$ cat config.mk
export PLATFORM = sky130hd
export DESIGN_NAME = truth_table_scan
export DESIGN_NICKNAME = d
export VERILOG_FILES = /design/src/rtl/truth_table_scan_pkg.sv /design/src/rtl/scan_counter.sv /design/src/rtl/truth_table_scan.sv
export SDC_FILE = /design/constraint.sdc
export NUM_CORES = 1
export LEC_CHECK = 0
export BUFFER_PORTS_ARGS = -buffer_cell sky130_fd_sc_hd__clkbuf_2
export CORE_UTILIZATION = 40
export CTS_BUF_LIST = sky130_fd_sc_hd__clkbuf_4 sky130_fd_sc_hd__clkbuf_8
export CTS_CLUSTER_DIAMETER = 120
export DETAILED_ROUTE_END_ITERATION = 6
export SLEW_MARGIN = 10
export SYNTH_ARGS = -nofsm -noshare
export SYNTH_HDL_FRONTEND = slang
export SYNTH_SLANG_ARGS = --single-unit
$ cat constraint.sdc
create_clock -name clk -period 2.6 [get_ports clk]
set_input_delay 0.39 -clock clk [delete_from_list [all_inputs] [get_ports clk]]
set_output_delay 0.39 -clock clk [all_outputs]
set_load 0.02 [all_outputs]
$ cat src/rtl/truth_table_scan_pkg.sv
// Shared types and sizes for the truth-table scanner.
package truth_table_scan_pkg;

   localparam int unsigned N_MINTERMS = 16;
   localparam int unsigned IDX_W      = 4;
   localparam int unsigned ONES_W     = 5;
   localparam int unsigned SETTLE_W   = 4;

   typedef enum logic [1:0] {
      IDLE,
      WAIT,
      SAMPLE,
      DONE
   } state_t;

endpackage

$ cat src/rtl/scan_counter.sv
// Minterm index and settle-delay counter for the truth-table scanner.
module scan_counter
   import truth_table_scan_pkg::*;
#(
   parameter int unsigned SETTLE = 1
) (
   input  logic             clk,
   input  logic             rst_n,
   input  logic             clr,
   input  logic             adv,
   input  logic             tick,
   output logic [IDX_W-1:0] idx,
   output logic             settle_done,
   output logic             last_idx
);

   localparam int unsigned CMP_W = SETTLE_W + 1;

   logic [SETTLE_W-1:0] settle_cnt;

   // High on the final WAIT cycle of the settle interval
   assign settle_done = (CMP_W'(settle_cnt) + CMP_W'(1)) >= CMP_W'(SETTLE);
   assign last_idx    = (idx == IDX_W'(N_MINTERMS - 1));

   always_ff @(posedge clk or negedge rst_n) begin
      if (!rst_n) begin
         idx        <= '0;
         settle_cnt <= '0;
      end else if (clr) begin
         idx        <= '0;
         settle_cnt <= '0;
      end else if (adv) begin
         // idx saturates at the last minterm; the FSM ends the scan there
         if (!last_idx) idx <= idx + IDX_W'(1);
         settle_cnt <= '0;
      end else if (tick) begin
         settle_cnt <= settle_done ? '0 : settle_cnt + SETTLE_W'(1);
      end
   end

endmodule

$ cat src/rtl/truth_table_scan.sv
// Steps a 4-input function through all minterms, captures its truth table,
// counts ones and compares against a golden table.
module truth_table_scan
   import truth_table_scan_pkg::*;
#(
   parameter int unsigned SETTLE = 1
) (
   input  logic                  clk,
   input  logic                  rst_n,
   input  logic                  start,
   input  logic                  s,
   input  logic [N_MINTERMS-1:0] expected,
   output logic                  a,
   output logic                  b,
   output logic                  c,
   output logic                  d,
   output logic                  busy,
   output logic                  done,
   output logic [N_MINTERMS-1:0] truth_table,
   output logic [ONES_W-1:0]     ones,
   output logic                  match
);

   // With no settle time each minterm is sampled in the cycle it is driven
   localparam state_t FIRST = (SETTLE == 0) ? SAMPLE : WAIT;

   state_t           state;
   logic [IDX_W-1:0] idx;
   logic             settle_done;
   logic             last_idx;
   logic             clr_c;
   logic             adv_c;
   logic             tick_c;

   assign clr_c  = (state == IDLE) && start;
   assign adv_c  = (state == SAMPLE);
   assign tick_c = (state == WAIT);

   scan_counter #(
      .SETTLE (SETTLE)
   ) u_scan_counter (
      .clk         (clk),
      .rst_n       (rst_n),
      .clr         (clr_c),
      .adv         (adv_c),
      .tick        (tick_c),
      .idx         (idx),
      .settle_done (settle_done),
      .last_idx    (last_idx)
   );

   always_ff @(posedge clk or negedge rst_n) begin
      if (!rst_n) begin
         state        <= IDLE;
         {a, b, c, d} <= '0;
         busy         <= 1'b0;
         done         <= 1'b0;
         truth_table  <= '0;
         ones         <= '0;
         match        <= 1'b0;
      end else begin
         done <= 1'b0;
         unique case (state)
            IDLE: begin
               if (start) begin
                  state        <= FIRST;
                  {a, b, c, d} <= '0;
                  busy         <= 1'b1;
                  truth_table  <= '0;
                  ones         <= '0;
                  match        <= 1'b0;
               end
            end
            WAIT: begin
               if (settle_done) state <= SAMPLE;
            end
            SAMPLE: begin
               truth_table[idx] <= s;
               ones             <= ones + ONES_W'(s);
               if (last_idx) begin
                  state        <= DONE;
                  {a, b, c, d} <= '0;
                  busy         <= 1'b0;
                  done         <= 1'b1;
               end else begin
                  state        <= FIRST;
                  {a, b, c, d} <= idx + IDX_W'(1);
               end
            end
            DONE: begin
               // Golden table is only looked at here
               match <= (truth_table == expected);
               state <= IDLE;
            end
            default: state <= IDLE;
         endcase
      end
   end

endmodule

==> impl_metrics.env, run 1 <==
export IMPL_report_final_setup_viol=0
export IMPL_yosys_register_bits=38
export IMPL_die_h_um=73.1
export IMPL_dr_pass1_iters=4
export IMPL_gp_congestion=0.818
export IMPL_max_freq_mhz=579
export IMPL_die_w_um=73.1
export IMPL_clk_latency_ns=0.28
export IMPL_multi_input_area_um2=980
export IMPL_hp_class="in -> async"
export IMPL_grt_start_max_net_pins=39
export IMPL_initial_core_util=0.422
export IMPL_yosys_warnings=0
export IMPL_numCtsBuffers=5
export IMPL_wl_um=4430
export IMPL_worstMarginPinSlew_ns=0.928
export IMPL_ir_drop_uv=409
export IMPL_syn_nets=238
export IMPL_crit_path_start_kind="flop"
export IMPL_finalCriticalPeriod_ns=1.73
export IMPL_clkTransAtPathRegs_ns=0.07
export IMPL_post_route_util=0.492
export IMPL_num_vias=1625
export IMPL_die_area_um2=5340
export IMPL_yosysSeqAreaShare=0.470
export IMPL_ys_top_cells_by_area="dfrtp_1 (47%), xor2_1 (8.2%), nand2_1 (6.9%), ha_1 (5.0%), nand4_1 (4.6%)"
export IMPL_synth_edf_count=0
export IMPL_wire_per_inst_um=13.8
export IMPL_rsz0062_at_grt="false"
export IMPL_p_total_mw=1.73
export IMPL_regArea_um2=951
export IMPL_critPathMaxFanout=24
export IMPL_maxCapViolations=0
export IMPL_grt_pass1_vias=1395
export IMPL_drive_gt1_frac=0.229
export IMPL_report_final_slew_viol_count=0
export IMPL_path_class="reg -> reg"
export IMPL_ctsHoldBuffers=0
export IMPL_syn_area_um2=2020
export IMPL_ios=48
export IMPL_synth_avg_cell_area_um2=9.63
export IMPL_hpwlAfterDp_um=3190
export IMPL_nNetsFinal=281
export IMPL_r2r_slack_ns=0.87
export IMPL_grt_ovfl_total=0
export IMPL_post_synth_num_cell_types=34
export IMPL_drt_iter0_markers=68
export IMPL_fill_cells=462
export IMPL_slew_headroom=0.382
export IMPL_antenna_found_initial=0
export IMPL_cts_resized=0
export IMPL_post_cts_buffers=0
export IMPL_grt_pass1_wl_um=7240
export IMPL_status="complete, no violations"
export IMPL_finalSetupTns_ns=0
export IMPL_period_share=0.665
export IMPL_finalHoldViolCount=0
export IMPL_required_ns=2.77
export IMPL_synth_top_area_frac=0.470
export IMPL_grtUsageTotal=0.182
export IMPL_ys_flop_type="dfrtp_1"
export IMPL_core_area_um2=4790
export IMPL_root_buffer="clkbuf_8"
export IMPL_drc=0
export IMPL_skew_ns=0.00188
export IMPL_cts_htree_levels=2
export IMPL_power_density_nw_per_um2=736
export IMPL_area_delta_synth_final_pct=16.3
export IMPL_worstPathArrival_ns=1.90
export IMPL_cts_tree="built"
export IMPL_end_kind="flop"
export IMPL_viasPerCell=5.08
export IMPL_cts_sinks=38
export IMPL_port_buffers=47
export IMPL_clockBufferDepth=2
export IMPL_synth_top_area_cell="dfrtp_1"
export IMPL_cellLeakagePower_nw=1.19
export IMPL_antennaDiodeCount=0
export IMPL_synthCells=210
export IMPL_ant_nets=0
export IMPL_synthArstFlopShare=1.00
export IMPL_num_rows=25
cell usage after synthesis (2+ instances only):
cell type	number
ha_1	8
o211ai_1	10
nor3_1	3
a21oi_1	3
nand4_1	15
o21ai_0	8
nor2_1	9
clkbuf_1	2
xnor2_1	2
nand2b_1	2
nand2_1	37
buf_2	3
nand3_1	9
dfrtp_1	38
xor2_1	19
buf_4	3
o21ai_1	7
nor2b_1	5
inv_1	5
nor4_1	4
o311ai_1	3
buf_6	2
nand3b_1	2
worst paths after layout:
path                              from              to  depth (start not counted)
setup / recovery              state[1]  truth_table[1]                          4
hold / removal                   rst_n         ones[3]                          1
setup reg to reg              state[1]  truth_table[1]                          4
hold reg to reg                      b               b                          2
max in group asynchronous        rst_n  truth_table[6]                          1
min in group clk           expected[2]           match                          3
registers in the layout (all words and copies together), names as in the netlist:
signal	flops
ones	5
truth_table	16
c	1
match	1
u_scan_counter.idx	4
busy	1
d	1
done	1
b	1
state	2
a	1
u_scan_counter.settle_cnt	4
report_power, final:
part / internal [mW] / switching (mW)
registers: 0.670 / 0.112
clock network: 0.205 / 0.191
logic: 0.183 / 0.371
critical path, cell delays in order (launching register included):
cell and delay [ns]:
dfrtp_1 0.51, nor2b_4 0.53, nand2_1 0.21, o311ai_1 0.27, nand2_1 0.09
metal layers:
metal  global-route usage  part of all wire  wire length [um]  vias up
li1                     -                 -                 -      825
met1                0.278              0.53              2360      752
met2                0.250              0.42              1840       43
met3               0.0456             0.040               179        5
met4               0.0588             0.012                51        0
met5                    0                 0                 0        -
through the flow:
| stage | hold WS [ns] | worst slack, ns | instances | instance area (um2) |
|---|---|---|---|---|
| floorplan | 0.0944 | 1.30 | 210 | 2020 |
| global placement | 0.469 | 0.944 | 313 | 2270 |
| detailed placement | 0.468 | 0.912 | 313 | 2270 |
| CTS | 0.270 | 0.880 | 320 | 2350 |
| global route | 0.329 | 0.702 | 320 | 2350 |
| finish | 0.235 | 0.872 | 320 | 2350 |
kinds of logic after synthesis:
group,synth area share
buf+inv,0.0452
fa+ha+maj,0.0495
flops,0.470
compound gates,0.116
xor+xnor,0.0910
simple gates,0.228
area by class of cell:
class,instances,area share
Clock buffer,7,0.0356
Inverter,5,0.00798
Multi-Input combinational cell,156,0.416
Sequential cell,38,0.404
Tap cell,67,0.0356
Timing Repair Buffer,47,0.100
cell usage in the layout (no fill, tap or decap), types with 2 or more instances in the layout:
master,n
o21ai_0,8
nand4_1,15
xor2_1,19
clkbuf_8,5
nand2_1,37
clkbuf_4,2
inv_1,5
nor2_1,9
xnor2_1,2
nor2b_1,5
clkbuf_2,47
nor3_1,3
dfrtp_1,38
a21oi_1,3
o311ai_1,3
ha_1,8
nand3b_1,2
o21ai_1,7
nor4_1,4
nand3_1,9
nand2b_1,2
o211ai_1,10
No activity file was read; power rests on OpenSTA's default activity.
==> run 2, diff against run 1 <==
Settings changed: ABC_AREA from default to 1.
Clock period 2.6 ns to 1.53 ns, I/O delays scaled along.
==> impl_metrics.env, run 2 <==
export IMPL_clockBufferDepth=2
export IMPL_seq_power_share=0.392
export IMPL_layout_common_cells="nand2_1 (69), inv_1 (52), clkbuf_2 (47)"
export IMPL_finalCriticalPeriod_ns=1.34
export IMPL_gp_congestion=0.873
export IMPL_clkTransAtPathRegs_ns=0.07
export IMPL_antenna_found_initial=0
export IMPL_ir_drop_uv=630
export IMPL_synth_top_area_cell="dfrtp_1"
export IMPL_p_int_mw=2.01
export IMPL_hp_class="in -> reg"
export IMPL_syn_nets=309
export IMPL_cts_tree="built"
export IMPL_yosys_warnings=0
export IMPL_path_class="reg -> reg"
export IMPL_die_h_um=75.2
export IMPL_crit_family="flip-flops"
export IMPL_slowest_stage="dfrtp_1"
export IMPL_cpMostUsedCell="nand2_1"
export IMPL_nNetsFinal=362
export IMPL_skew_ns=0.00292
export IMPL_initial_core_util=0.417
export IMPL_crit_path_start_kind="flop"
export IMPL_worstPathArrival_ns=1.51
export IMPL_synth_edf_count=0
export IMPL_grt_pass1_wl_um=7530
export IMPL_drt_iter0_markers=92
export IMPL_root_buffer="clkbuf_8"
export IMPL_num_vias=1878
export IMPL_area_delta_synth_final_pct=19.2
export IMPL_largestRegisters="truth_table: 16 flops, ones: 5 flops"
export IMPL_grtUsageTotal=0.181
export IMPL_end_kind="flop"
export IMPL_report_final_slew_viol_count=0
export IMPL_cts_sinks=38
export IMPL_power_density_nw_per_um2=1300
export IMPL_worstMarginPinSlew_ns=0.479
export IMPL_yosys_register_bits=38
export IMPL_dr_pass1_iters=4
export IMPL_synthArstFlopShare=1.00
export IMPL_ios=48
export IMPL_max_freq_mhz=749
export IMPL_synth_top_area_frac=0.444
export IMPL_grt_busiest_layer="met2"
export IMPL_period_share=0.873
export IMPL_grt_start_max_net_pins=39
export IMPL_ys_flop_type="dfrtp_1"
export IMPL_final_common_cell="nand2_1"
export IMPL_syn_area_um2=2140
export IMPL_ant_nets=0
export IMPL_status="complete, no violations"
export IMPL_drc=0
export IMPL_wl_um=4440
export IMPL_pwr_share_comb=0.358
export IMPL_antennaDiodeCount=0
export IMPL_critPathMaxFanout=4
export IMPL_slew_headroom=0.681
export IMPL_p_switching_mw=1.32
export IMPL_synthTopCellsByCount="nand2_1 (69), inv_1 (52), dfrtp_1 (38)"
export IMPL_fill_cells=552
export IMPL_yosysSeqAreaShare=0.444
export IMPL_report_final_setup_viol=0
export IMPL_critical_path_cell_chain="ha_2 -> nand2_1 -> inv_1 -> nand2_1 -> nand2_1 -> inv_1 -> o21ai_0 -> nand2_1"
export IMPL_yosysMostFrequentCell="nand2_1"
export IMPL_grt_pass1_vias=1688
export IMPL_finalHoldViolCount=0
export IMPL_synthCells=281
export IMPL_hpwlAfterDp_um=3410
export IMPL_cellLeakagePower_nw=1.44
export IMPL_post_synth_num_cell_types=25
export IMPL_largest_reg_flops=16
export IMPL_port_buffers=47
export IMPL_cp_slowest_stage_delay_ns=0.40
export IMPL_stdcell_count=405
export IMPL_required_ns=1.70
export IMPL_p_total_mw=3.33
export IMPL_post_route_util=0.497
export IMPL_numCtsBuffers=5
export IMPL_wire_per_inst_um=11.0
export IMPL_placedCellCount=395
export IMPL_drive_gt1_frac=0.212
export IMPL_grt_util_met3=0.0348
export IMPL_grtUsageMet1=0.240
export IMPL_ys_top_cells_by_area="dfrtp_1 (44%), nand2_1 (12%), inv_1 (9.1%), o21ai_0 (5.8%), nor2_1 (5.1%)"
export IMPL_cp_buffers_inverters=2
export IMPL_regMostFlops="truth_table"
export IMPL_viasPerCell=4.64
export IMPL_pwr_share_clk=0.250
export IMPL_synth_avg_cell_area_um2=7.62
export IMPL_core_area_um2=5140
export IMPL_maxCapViolations=0
export IMPL_die_w_um=75.2
export IMPL_grt_ovfl_total=0
export IMPL_die_area_um2=5650
export IMPL_switching_share=0.395
export IMPL_gr_usage_met2=0.293
export IMPL_clk_latency_ns=0.29
export IMPL_cts_htree_levels=2
export IMPL_num_rows=26
export IMPL_hold_ws_ns=0.227
==> run 2: changes by cell type in the layout (fill, tap and decap cells not counted), moves of 5 or more <==
cell      delta
xor2_1      -18
inv_1       +47
nand2_1     +32
o21ai_0     +17
a21oi_1     +16
nand4_1     -11
o211ai_1    -10
o21ai_1      -7
nor2_1      +20
nor2b_1      -5
==> run 2: metrics by stage <==
stage | setup WS (ns) | instance area, um2 | setup TNS [ns]
after global placement | 0.197 | 2420 | 0
after detailed placement | 0.184 | 2420 | 0
final | 0.194 | 2550 | 0
after global routing | -0.000238 | 2550 | -0.000238
after floorplan | 0.281 | 2140 | 0
after CTS | 0.174 | 2540 | 0
==> run 2: worst register-to-register path, stage by stage (launching register included) <==
cell and delay, ns:
dfrtp_1 0.40, ha_2 0.23, nand2_1 0.07, inv_1 0.09, nand2_1 0.05, nand2_1 0.08
inv_1 0.08, o21ai_0 0.15, nand2_1 0.06
==> run 2: final timing paths <==
check | endpoint | slack, ns | cells past startpoint | start
max | busy | 0.19 | 8 | u_scan_counter.idx[0]
min in group asynchronous | u_scan_counter.settle_cnt[2] | 0.52 | 3 | rst_n
min | state[1] | 0.23 | 3 | start
min reg2reg | b | 0.49 | 2 | b
max in group asynchronous | u_scan_counter.idx[2] | 0.65 | 3 | rst_n
max reg2reg | busy | 0.19 | 8 | u_scan_counter.idx[0]
==> run 2: cell type report <==
class,count,area (um2),area share
timing repair buffer,50,260,0.102
clock inverter,3,40.0,0.0157
tap,70,87.6,0.0343
clock buffer,5,68.8,0.0270
multi-input combinational,182,920,0.360
inverter,57,224,0.0877
sequential,38,952,0.373
==> run 2: per-layer routing <==
| layer | wire, um | vias to the layer above |
|---|---|---|
| li1 | - | 980 |
| met1 | 2170 | 853 |
| met2 | 2020 | 38 |
| met3 | 189 | 7 |
| met4 | 72 | 0 |
| met5 | 0 | - |
==> run 2: power groups by stage <==
| stage | Clock, mW | Combinational, mW | Sequential, mW |
|---|---|---|---|
| 3_5_place_dp | 0 | 1.19 | 1.33 |
| 5_1_grt | 0.904 | 1.37 | 1.33 |
| 4_1_cts | 0.852 | 1.20 | 1.31 |
| 3_3_place_gp | 0 | 1.16 | 1.33 |
| 6_report | 0.832 | 1.19 | 1.31 |
| 2_1_floorplan | 0 | 0.836 | 1.42 |
==> run 2: logic make-up (layout without fill, tap and decap cells) <==
group / after synthesis / in the layout / synth area share
and+or+nand+nor: 123 / 123 / 0.251
DFF: 38 / 38 / 0.444
xor gates and xnor gates: 3 / 3 / 0.0123
adders and majority gates: 8 / 8 / 0.0468
AOI/OAI and AO/OA: 48 / 48 / 0.118
buffers and inverters: 61 / 115 / 0.127
==> run 2: timing repair <==
| action | in CTS | in global routing |
|---|---|---|
| endpoints found under the hold margin | 33 | 0 |
| gates resized for setup | 0 | 2 |
| hold buffers | 1 | 0 |
| setup endpoints to repair | 0 | 3 |
| buffers inserted | 0 | 1 |
